===== src/rtl/hub75_scan_ctrl.sv =====
// hub75_scan_ctrl: row-pair scan sequencer for a 64x32 HUB75 panel.
// Shifts one row pair out of a combinational frame buffer, then latches and displays it.
module hub75_scan_ctrl #(
   parameter int WIDTH     = 64,
   parameter int ON_CYCLES = 256
) (
   input  logic       clk,
   input  logic       rst_n,
   input  logic       en,
   output logic [5:0] x,
   output logic [4:0] y1,
   output logic [4:0] y2,
   input  logic [2:0] c1,
   input  logic [2:0] c2,
   output logic [2:0] rgb1,
   output logic [2:0] rgb2,
   output logic       panel_clk,
   output logic       lat,
   output logic       oe_n,
   output logic [3:0] addr,
   output logic       busy,
   output logic       frame_done
);
   typedef enum logic [2:0] {IDLE, PREP, SETUP, HIGH, BLANK, LATCH, DISPLAY} state_t;
   localparam logic [5:0]  XLAST  = 6'(WIDTH - 1);
   localparam logic [15:0] ONLAST = 16'(ON_CYCLES - 1);
   state_t      state;
   logic [3:0]  row;
   logic [15:0] cnt;
   logic        last;
   assign y1 = {1'b0, row};
   assign y2 = {1'b1, row};
   always_ff @(posedge clk or negedge rst_n)
      if (!rst_n) begin
         state      <= IDLE;
         row        <= 4'd0;
         cnt        <= 16'd0;
         last       <= 1'b0;
         x          <= 6'd0;
         rgb1       <= 3'd0;
         rgb2       <= 3'd0;
         panel_clk  <= 1'b0;
         lat        <= 1'b0;
         oe_n       <= 1'b1;
         addr       <= 4'd0;
         busy       <= 1'b0;
         frame_done <= 1'b0;
      end else begin
         frame_done <= 1'b0;
         case (state)
            IDLE: if (en) begin
               state <= PREP;
               busy  <= 1'b1;
            end
            PREP: begin
               state <= SETUP;
               rgb1  <= c1;
               rgb2  <= c2;
            end
            SETUP: begin
               state     <= HIGH;
               panel_clk <= 1'b1;
               last      <= x == XLAST;
               x         <= x == XLAST ? x : x + 6'd1;
            end
            // the pixel flagged as last was the one just clocked in
            HIGH: begin
               panel_clk <= 1'b0;
               state     <= last ? BLANK : SETUP;
               x         <= last ? 6'd0 : x;
               rgb1      <= last ? rgb1 : c1;
               rgb2      <= last ? rgb2 : c2;
            end
            BLANK: begin
               state <= LATCH;
               lat   <= 1'b1;
               addr  <= row;
            end
            LATCH: begin
               state <= DISPLAY;
               lat   <= 1'b0;
               oe_n  <= 1'b0;
               cnt   <= 16'd0;
            end
            DISPLAY: if (cnt == ONLAST) begin
               oe_n       <= 1'b1;
               row        <= row + 4'd1;
               frame_done <= row == 4'd15;
               state      <= en ? PREP : IDLE;
               busy       <= en;
            end else
               cnt <= cnt + 16'd1;
            default: state <= IDLE;
         endcase
      end
endmodule

===== config.mk =====
export PLATFORM = sky130hd
export DESIGN_NAME = hub75_scan_ctrl
export DESIGN_NICKNAME = d
export VERILOG_FILES = /design/src/rtl/hub75_scan_ctrl.sv
export SDC_FILE = /design/constraint.sdc
export NUM_CORES = 1
export LEC_CHECK = 0
export CORE_UTILIZATION = 45
export CTS_BUF_LIST = sky130_fd_sc_hd__clkbuf_16
export DETAILED_ROUTE_END_ITERATION = 7
export DONT_BUFFER_PORTS = 1
export SLEW_MARGIN = 20
export SYNTH_ARGS = -nofsm -noshare
export SYNTH_HDL_FRONTEND = slang
export SYNTH_SLANG_ARGS = --single-unit

===== constraint.sdc =====
create_clock -name clk -period 1.9 [get_ports clk]
set_input_delay 0.19 -clock clk [delete_from_list [all_inputs] [get_ports clk]]
set_output_delay 0.19 -clock clk [all_outputs]
set_load 0.05 [all_outputs]

==> run summary <==
initial antenna violation count - 0
crit end category - flip-flop
Initial Utilization - 0.4740
Vias/cell - 6.000
synthesized area per cell - 10.29 sq um
status - completed
CTS tree - yes
part of the cycle the worst path needs - 0.9406
vias - 1812
Mapped Nets - 234
WP data arrival - 2.00 ns
number of port buffers - 0
Post-synth EDFFs - 0
cell with the most instances after synthesis - dfrtp_1
Hold Fails Final Rpt - 0
width of the die - 73.24 microns
root buffer cell - clkbuf_16
layout cell share with drive strength beyond 1 - 0.2170
leakage power - 1.160 nW
drt pass-1 iters - 4
Post-synth top cells - dfrtp_1, nand2_1, nand3_1
CP max FO - 7
drc violations - 0
row cnt - 25
Setup violations, final - 0
clock latency on the worst-skew pair - 0.29 ns
Area Overhead vs Synth - 13.75%
grt total ovfl - 0
main flop type after synthesis - dfrtp_1
setup TNS - 0 ns
min Tclk post-route - 1.787 ns
# H-tree levels - 2
area of the mapped netlist - 2283 sq um
Peak VDD IR - 0.8107 mV
Slew HR - 0.6068
Reg2Reg Depth - 5
CTS clk-pin slew, worst paths - 0.07 ns
Final Hold Slack - 0.05158 ns
RSZ-0062 raised after global routing - false
HP Class - input pin to flip-flop
Post-layout nets - 246
Post-CTS Repair Setup Buffers - 0
synthesized instance count - 222
global-route wire length before repair - 8.024 mm
Final Slew Violations - 0
clk_skew - 0.004006 ns
post-place setup slack - 0.07665 ns
ANT nets after route - 0
DR WL/cell - 15.99 microns
Async S/R FF share, synth - 1.000
Seq cells post-synth - 45
Hold Path Stages - 1
Crit Path Category - flip-flop to flip-flop
largest net degree at the start of global routing - 46
diodes inserted - 0
Area contributors post-synth - dfrtp_1, mux2_2, nand3_1, nand2_1, mux2i_1
clk buf depth - 2
Worst Path Required - 2.11 ns
measured slew at the worst slew-check pin - 0.5898 ns
WL final - 4.829 mm
cts bufs inserted - 5
1st-iter DRT viols - 82
die height - 73.24 microns
Synth top area share - 0.4822
number of global-route vias before repair - 1846
Synth Warn # - 0
CP Launch Type - flip-flop
Post-DP HPWL - 3.428 mm
Die Area - 5363 sq um
Total GRT Usage - 0.1956
RD Place Congestion - 0.8709
clk sinks - 45
Fillers - 429
core area - 4817 sq um
Max Fclk - 559.5 MHz
number of max-cap violations - 0
# IOs - 40
Cell Pwr Density - 1129 nW/um^2
register area share after synthesis - 0.4937
post-synthesis cell type count - 51
setup ws final - 0.1128 ns
Synth area leader - dfrtp_1
logic make-up (layout without fill, tap and decap cells):
kind of cell / count (synthesis) / in the layout / synth area share
simple gates: 82 / 82 / 0.1989
xor+xnor: 3 / 3 / 0.01151
other cells: 2 / 2 / 0.003289
flops: 45 / 45 / 0.4937
buf+inv: 23 / 36 / 0.05644
compound gates: 46 / 46 / 0.1343
fa+ha+maj: 3 / 3 / 0.01644
mux: 18 / 18 / 0.08548
timing repair:
item / CTS / global route
endpoints found under the setup margin: 0 / 10
hold buffers: 2 / 0
gates resized for setup: 0 / 2
hold endpoints to repair: 45 / 0
per-layer routing:
metal,track usage,part of all wire,up-vias
li1,-,-,829
met1,0.2309,0.42,887
met2,0.3220,0.50,80
met3,0.04696,0.056,16
met4,0.1176,0.027,0
met5,0,0,-
final timing paths:
check	slack [ns]	to	from
max	0.11	cnt[9]	cnt[1]
min	0.05	rgb1[0]	c1[0]
max reg2reg	0.11	cnt[9]	cnt[1]
min reg2reg	0.49	cnt[15]	cnt[15]
max in group asynchronous	1.22	oe_n	rst_n
min in group asynchronous	0.41	x[1]	rst_n
sequential cells by signal (all words and copies together), names as in the netlist, 3 cells and up:
register and cells:
addr 4, cnt 16, rgb1 3, rgb2 3, row 4, state 3
x 6
worst max-delay path, stage by stage, from the launching register on:
cell      delay, ns
dfrtp_1        0.43
ha_2           0.24
and4bb_2       0.26
and4_4         0.23
or4_4          0.48
o211ai_2       0.07
layout make-up:
cell class / instances / area (sq um) / share of cell area
flip-flops and latches: 45 / 1127 / 0.4340
multi-input cells: 154 / 1037 / 0.3993
repair buffers: 20 / 172.7 / 0.06647
clock buffers: 5 / 125.1 / 0.04817
well taps: 67 / 83.83 / 0.03227
inverters: 8 / 30.03 / 0.01156
clock inverters: 3 / 21.27 / 0.008189
stage by stage:
| stage | utilization | cells | instance area [sq um] | power (mW) |
|---|---|---|---|---|
| after floorplan | - | 222 | 2283 | 1.917 |
| after global placement | 0.4990 | 292 | 2404 | 2.032 |
| after detailed placement | 0.4990 | 292 | 2404 | 2.056 |
| after CTS | 0.5371 | 302 | 2587 | 2.951 |
| after global routing | 0.5392 | 302 | 2597 | 3.050 |
| final | 0.5392 | 302 | 2597 | 2.932 |
cell usage in the layout (no fill, tap or decap), types with 3 or more instances in the layout:
master,instances
a21o_1,3
a21oi_1,10
a31oi_1,7
and2_1,3
buf_4,18
clkbuf_16,5
dfrtp_1,44
inv_1,8
mux2_2,11
mux2i_1,6
nand2_1,20
nand2b_1,3
nand3_1,18
nand4_1,6
nor2_1,7
nor3_1,6
nor4_1,5
o211ai_1,3
o21ai_0,9
report_power, final:
| part | leakage (nW) | switching (mW) | total (mW) | internal [mW] |
|---|---|---|---|---|
| sequential | 0.592 | 0.376 | 1.45 | 1.08 |
| clock | 0.0702 | 0.381 | 0.870 | 0.490 |
| combinational | 0.498 | 0.367 | 0.606 | 0.239 |
| total | 1.16 | 1.12 | 2.93 | 1.81 |
(Power assumes the default switching activity.)
